### config.mk
export PLATFORM = sky130hd
export DESIGN_NAME = bcd_addsub_seq_flat
export DESIGN_NICKNAME = d
export VERILOG_FILES = /design/src/rtl/bcd_addsub_seq_if.sv /design/src/rtl/bcd_addsub_seq.sv /design/src/flat_wrapper.sv
export SDC_FILE = /design/constraint.sdc
export NUM_CORES = 1
export LEC_CHECK = 0
export ABC_AREA = 1
export ABC_CLOCK_PERIOD_IN_PS = 4200
export CAP_MARGIN = 10
export CORE_MARGIN = 2
export CORE_UTILIZATION = 35
export DETAILED_ROUTE_END_ITERATION = 16
export PLACE_DENSITY = 0.56
export SLEW_MARGIN = 20
export SYNTH_ARGS = -nofsm -noshare
export SYNTH_HDL_FRONTEND = slang
export SYNTH_SLANG_ARGS = --single-unit
export TNS_END_PERCENT = 100
### constraint.sdc
create_clock -name clk -period 4.2 [get_ports clk]
set_clock_uncertainty 0.2 [all_clocks]
set_input_delay 0.63 -clock clk [delete_from_list [all_inputs] [get_ports clk]]
set_output_delay 0.63 -clock clk [all_outputs]
set_load 0.005 [all_outputs]
### src/rtl/bcd_addsub_seq_if.sv
// Handshake and operand/result bundle for the digit-serial packed-BCD adder/subtractor.
// Source side drives operands (master); the arithmetic unit is the slave.
interface bcd_addsub_seq_if #(
    parameter int DIGITS = 4
);
    logic                  in_valid;
    logic                  in_ready;
    logic                  op;
    logic [4*DIGITS-1:0]   a;
    logic [4*DIGITS-1:0]   b;
    logic                  cin;
    logic                  out_valid;
    logic                  out_ready;
    logic [4*DIGITS-1:0]   sum;
    logic                  cout;
    logic                  err;

    modport master (
        output in_valid, op, a, b, cin, out_ready,
        input  in_ready, out_valid, sum, cout, err
    );

    modport slave (
        input  in_valid, op, a, b, cin, out_ready,
        output in_ready, out_valid, sum, cout, err
    );
endinterface

### src/rtl/bcd_addsub_seq.sv
// Multi-digit packed-BCD adder/subtractor, one digit per clock LSD first.
// Subtraction uses nine's complement of B with an inverted carry-in (ten's complement).
module bcd_addsub_seq #(
    parameter int DIGITS = 4
) (
    input  logic                clk,
    input  logic                rst,
    bcd_addsub_seq_if.slave     bus
);
    localparam int W  = 4 * DIGITS;
    localparam int CW = (DIGITS > 1) ? $clog2(DIGITS) : 1;

    typedef enum logic [1:0] {
        S_IDLE = 2'd0,
        S_RUN  = 2'd1,
        S_DONE = 2'd2
    } state_t;

    function automatic logic digit_bad(input logic [3:0] d);
        return (d > 4'd9);
    endfunction

    function automatic logic [3:0] nines_comp(input logic [3:0] d);
        return 4'd9 - d;
    endfunction

    state_t          r_state;
    state_t          w_state_next;
    logic [W-1:0]    r_a;
    logic [W-1:0]    r_b;
    logic            r_op;
    logic            r_c;
    logic [CW-1:0]   r_cnt;
    logic            r_err_flag;
    logic [W-1:0]    r_res;
    logic [W-1:0]    r_sum;
    logic            r_cout;
    logic            r_err;

    logic [3:0]      w_ad;
    logic [3:0]      w_bd;
    logic [4:0]      w_t;
    logic [3:0]      w_digit;
    logic            w_c_next;
    logic [W-1:0]    w_res_next;
    logic            w_err_next;
    logic            w_last;

    // State register
    always_ff @(posedge clk) begin
        if (rst) begin
            r_state <= S_IDLE;
        end else begin
            r_state <= w_state_next;
        end
    end

    // Next-state logic
    always_comb begin
        w_state_next = r_state;
        case (r_state)
            S_IDLE: begin
                if (bus.in_valid) begin
                    w_state_next = S_RUN;
                end else begin
                    w_state_next = S_IDLE;
                end
            end
            S_RUN: begin
                if (w_last) begin
                    w_state_next = S_DONE;
                end else begin
                    w_state_next = S_RUN;
                end
            end
            S_DONE: begin
                if (bus.out_ready) begin
                    w_state_next = S_IDLE;
                end else begin
                    w_state_next = S_DONE;
                end
            end
            default: w_state_next = S_IDLE;
        endcase
    end

    // One-digit BCD add; t+6 mod 16 equals t-10 for the corrected digit
    always_comb begin
        w_ad       = r_a[3:0];
        w_bd       = r_op ? nines_comp(r_b[3:0]) : r_b[3:0];
        w_t        = {1'b0, w_ad} + {1'b0, w_bd} + {4'd0, r_c};
        w_digit    = w_t[3:0];
        w_c_next   = 1'b0;
        if (w_t > 5'd9) begin
            w_digit  = w_t[3:0] + 4'd6;
            w_c_next = 1'b1;
        end else begin
            w_digit  = w_t[3:0];
            w_c_next = 1'b0;
        end
        w_res_next = r_res;
        w_res_next[{r_cnt, 2'b00} +: 4] = w_digit;
        w_err_next = r_err_flag | digit_bad(r_a[3:0]) | digit_bad(r_b[3:0]);
        w_last     = (r_cnt == CW'(DIGITS - 1));
    end

    // Operand latch, digit sequencing and result registers
    always_ff @(posedge clk) begin
        if (rst) begin
            r_a        <= '0;
            r_b        <= '0;
            r_op       <= 1'b0;
            r_c        <= 1'b0;
            r_cnt      <= '0;
            r_err_flag <= 1'b0;
            r_res      <= '0;
            r_sum      <= '0;
            r_cout     <= 1'b0;
            r_err      <= 1'b0;
        end else begin
            case (r_state)
                S_IDLE: begin
                    if (bus.in_valid) begin
                        r_a        <= bus.a;
                        r_b        <= bus.b;
                        r_op       <= bus.op;
                        r_c        <= bus.op ? ~bus.cin : bus.cin;
                        r_cnt      <= '0;
                        r_err_flag <= 1'b0;
                        r_res      <= '0;
                    end
                end
                S_RUN: begin
                    r_a        <= r_a >> 4;
                    r_b        <= r_b >> 4;
                    r_c        <= w_c_next;
                    r_res      <= w_res_next;
                    r_err_flag <= w_err_next;
                    r_cnt      <= r_cnt + CW'(1);
                    // Results publish on the last digit; an invalid digit forces zeros
                    if (w_last) begin
                        r_sum  <= w_err_next ? '0 : w_res_next;
                        r_cout <= w_err_next ? 1'b0 : (r_op ? ~w_c_next : w_c_next);
                        r_err  <= w_err_next;
                    end
                end
                default: begin
                    r_cnt <= r_cnt;
                end
            endcase
        end
    end

    assign bus.in_ready  = (r_state == S_IDLE);
    assign bus.out_valid = (r_state == S_DONE);
    assign bus.sum       = r_sum;
    assign bus.cout      = r_cout;
    assign bus.err       = r_err;
endmodule
### src/flat_wrapper.sv
// flat-port wrapper written by rule: the top's interface ports become plain ports
module bcd_addsub_seq_flat 
#(
    parameter int DIGITS = 4
)
  (clk, rst, bus_in_valid, bus_op, bus_a, bus_b, bus_cin, bus_out_ready, bus_in_ready, bus_out_valid, bus_sum, bus_cout, bus_err);
  bcd_addsub_seq_if #(.DIGITS(DIGITS)) bus_i ();
  input  logic clk;
  input  logic rst;
  input wire logic [$bits(bus_i.in_valid)-1:0] bus_in_valid;
  input wire logic [$bits(bus_i.op)-1:0] bus_op;
  input wire logic [$bits(bus_i.a)-1:0] bus_a;
  input wire logic [$bits(bus_i.b)-1:0] bus_b;
  input wire logic [$bits(bus_i.cin)-1:0] bus_cin;
  input wire logic [$bits(bus_i.out_ready)-1:0] bus_out_ready;
  output wire logic [$bits(bus_i.in_ready)-1:0] bus_in_ready;
  output wire logic [$bits(bus_i.out_valid)-1:0] bus_out_valid;
  output wire logic [$bits(bus_i.sum)-1:0] bus_sum;
  output wire logic [$bits(bus_i.cout)-1:0] bus_cout;
  output wire logic [$bits(bus_i.err)-1:0] bus_err;
  assign bus_i.in_valid = bus_in_valid;
  assign bus_i.op = bus_op;
  assign bus_i.a = bus_a;
  assign bus_i.b = bus_b;
  assign bus_i.cin = bus_cin;
  assign bus_i.out_ready = bus_out_ready;
  assign bus_in_ready = bus_i.in_ready;
  assign bus_out_valid = bus_i.out_valid;
  assign bus_sum = bus_i.sum;
  assign bus_cout = bus_i.cout;
  assign bus_err = bus_i.err;
  bcd_addsub_seq #(.DIGITS(DIGITS)) u_core (.clk(clk), .rst(rst), .bus(bus_i));
endmodule
==> summary.txt <==
Outcome
  – Status: complete, no violations

Critical path
  – R2R Setup Slk: 1.15 ns
  – Worst path cell trace: xnor2_1 > fa_1 > inv_1 > fa_1 > inv_1 > ha_1 > nand2_1 > a21boi_4 > nand2_4 > nand3_1 > nand2_4 > nand4_1 > nand2_1 > nand2_1 > a21oi_2
  – Setup crit end kind: register
  – Critical Path Source Type: register
  – R2R depth: 15
  – RR Startpoint: u_core.r_op
  – CP max stage cell: fa_1
  – FF-to-FF End: u_core.r_res[13]
  – Crit-path max FO: 7
  – CP max stage delay: 0.46 ns
  – Kind of critical path: reg -> reg
  – Cell mode on critical path: nand2_1
  – WP data required: 4.28 ns
  – Worst path arrival time: 3.13 ns

Clocking
  – Worst-path clk slew: 0.08 ns
  – Post-cts sizing count: 0
  – Clock sink count: 73
  – CTS tree: done
  – Clock Tree Buf Depth: 2
  – H-Tree Depth: 3
  – Num CTS Buffers: 9
  – Clk root buf: clkbuf_8
  – Post CTS Setup Buffer Count: 0
  – Clock Latency Late Sink: 0.36 ns
  – Hold Buf Count CTS: 0

Floorplanning
  – Die width: 106.1 µm
  – Die footprint: 11260 µm²
  – Initial Utilization: 0.3566
  – Core Footprint: 10230 µm²
  – I/O pin total: 58
  – Row cnt: 37
  – Die height: 106.1 µm

Placed design
  – Number of port buffers: 57
  – Dpl hpwl: 5.845 mm
  – Post-Place Cells: 659
  – Post-Place Worst Slack: 1.160 ns
  – Final GP Congestion: 0.8307

STA
  – Final hold vios: 0
  – Final setup fails: 0
  – RSZ-0062 raised after global routing: false
  – Setup WS post-layout: 1.149 ns
  – Setup TNS: 0 ns
  – Max-slew violations: 0
  – Worst Max-Slew Pin Slew: 0.7203 ns
  – Part of the cycle the worst path needs: 0.7264
  – Peak Freq: 327.8 MHz
  – Slew headroom: 0.5193
  – Crit path time final: 3.051 ns
  – Hold Slack: 0.2621 ns

Finish
  – Post-route insts no fill: 675
  – Layout area overhead: 22.98%
  – Fin nets: 585
  – ANT cells: 0
  – Share of cells above drive strength 1: 0.1206

Routing
  – Vias per cell: 4.790
  – Via Count: 3233
  – Post-route ant nets: 0
  – DR DRC count: 0
  – Routed WL: 8.896 mm
  – DRT Pass-1 Iters: 4
  – Initial detailed-routing violation count: 139
  – DR WL/cell: 13.18 µm

Worst hold path
  – Hold Path End: u_core.r_b[12]
  – Worst min-delay path class: reg -> reg
  – Min-delay src: u_core.r_b[12]
  – WHS Path Cells: 2

Power
  – Leak pwr: 1.700 nW
  – Peak VDD IR: 0.2159 mV
  – Power consumption: 1.761 mW
  – PwrDens: 392.5 nW/µm²

Logic synthesis
  – Distinct cells, synth: 36
  – Syn nets: 539
  – Synth Instances: 488
  – YS warnings: 0
  – Number of flops mapped to enable cells by yosys: 0
  – Post-synth top area share: 0.4005
  – Register area share after synthesis: 0.4005
  – Largest cells by area after synthesis: dfxtp_1 40%, nand2_1 18%, a21oi_1 4.5%, a31oi_1 4.3%, a21oi_2 3.8%
  – Synth Cell Area: 3648 µm²
  – Synth cell count leaders: 171 x nand2_1, 73 x dfxtp_1, 37 x inv_1
  – Seq cells post-synth: 73
  – Ys async rst share: 0
  – Mean post-synth cell area: 7.476 µm²
  – Area leader, netlist: dfxtp_1
  – Count leader, synth: nand2_1
  – Synth Flop Type: dfxtp_1

GRT
  – Total gr overflow: 0
  – Number of global-route vias before repair: 3232
  – Global-route wire length before repair: 15.39 mm
  – Initial antenna violation count: 0
  – Tot GR Track Use: 0.1706
  – Largest net degree at the start of global routing: 50

Flow run
  – Number of max-cap violations: 0
[worst max-delay path by stage]
stage,from,end,slack (ns),cells after the start
2_1_floorplan,u_core.r_op,u_core.bus.sum[7],1.45,15
3_3_place_gp,u_core.r_op,u_core.bus.sum[15],1.25,15
3_5_place_dp,u_core.r_op,u_core.r_res[14],1.16,15
4_1_cts,u_core.r_op,u_core.r_res[13],1.13,15
5_1_grt,u_core.r_b[1],u_core.bus.sum[14],0.86,19
6_report,u_core.r_op,u_core.r_res[13],1.15,15
[layout make-up]
class                           count  area, µm²
Clock buffer                       10      127.6
Clock inverter                      6      67.56
Fill cell                        1050       5744
Inverter                           42      158.9
Multi-Input combinational cell    348       1913
Sequential cell                    73       1461
Tap cell                          136      170.2
Timing Repair Buffer               60      588.1
[cells by family (layout without fill, tap and decap cells)]
| group | Yosys count | in the layout | synth area share |
|---|---|---|---|
| simple gates | 217 | 217 | 0.2713 |
| compound gates | 115 | 115 | 0.1958 |
| xor+xnor | 3 | 3 | 0.007203 |
| flops | 73 | 73 | 0.4005 |
| buf+inv | 67 | 118 | 0.07647 |
| fa+ha+maj | 13 | 13 | 0.04870 |
[metal layers]
| metal | GRT usage | share of wire |
|---|---|---|
| met1 | 0.2370 | 0.50 |
| met4 | 0.05357 | 0.012 |
| met3 | 0.03311 | 0.034 |
| met2 | 0.2669 | 0.45 |
| met5 | 0 | 0 |
[state kept, by name, summed over array words and instances (netlist names)]
| register | flops |
|---|---|
| u_core.r_op | 1 |
| u_core.bus.err | 1 |
| u_core.r_cnt | 2 |
| u_core.r_c | 1 |
| u_core.bus.cout | 1 |
| u_core.r_err_flag | 1 |
| u_core.r_state | 2 |
| u_core.r_res | 16 |
| u_core.bus.sum | 16 |
| u_core.r_b | 16 |
| u_core.r_a | 16 |
[power breakdown]
part / switching (mW) / internal [mW]
clock network: 0.284 / 0.277
registers: 0.0264 / 0.730
logic: 0.283 / 0.162
[layout by cell type, fill, tap and decap left out, drive strengths merged, types with 2 or more instances in the layout]
cell type,n
nand3,13
clkinv,3
clkbuf,10
o21ai,36
xor2,2
fa,2
nand4,6
o21bai,2
inv,42
nand2,180
clkdlybuf4s50,56
clkinvlp,2
ha,11
a21boi,2
nor2,15
a31oi,25
a21oi,50
dfxtp,73
buf,4
[metrics by stage]
step	util	cell area [µm²]
6_report	0.4385	4487
2_1_floorplan	-	3649
3_5_place_dp	0.4195	4292
5_1_grt	0.4385	4487
4_1_cts	0.4385	4487
3_3_place_gp	0.4195	4292
[worst max-delay path: cells and delay by family (launching register included)]
| kind | cells | cell delay [ns] |
|---|---|---|
| adder cells (fa/ha/maj) | 3 | 1.03 |
| AND/OR/NAND/NOR | 7 | 0.69 |
| AO/OA/AOI/OAI | 2 | 0.27 |
| XOR/XNOR | 1 | 0.11 |
| flip-flops | 1 | 0.44 |
| buffers and inverters | 2 | 0.24 |
Power figures use the tool's default switching activity.
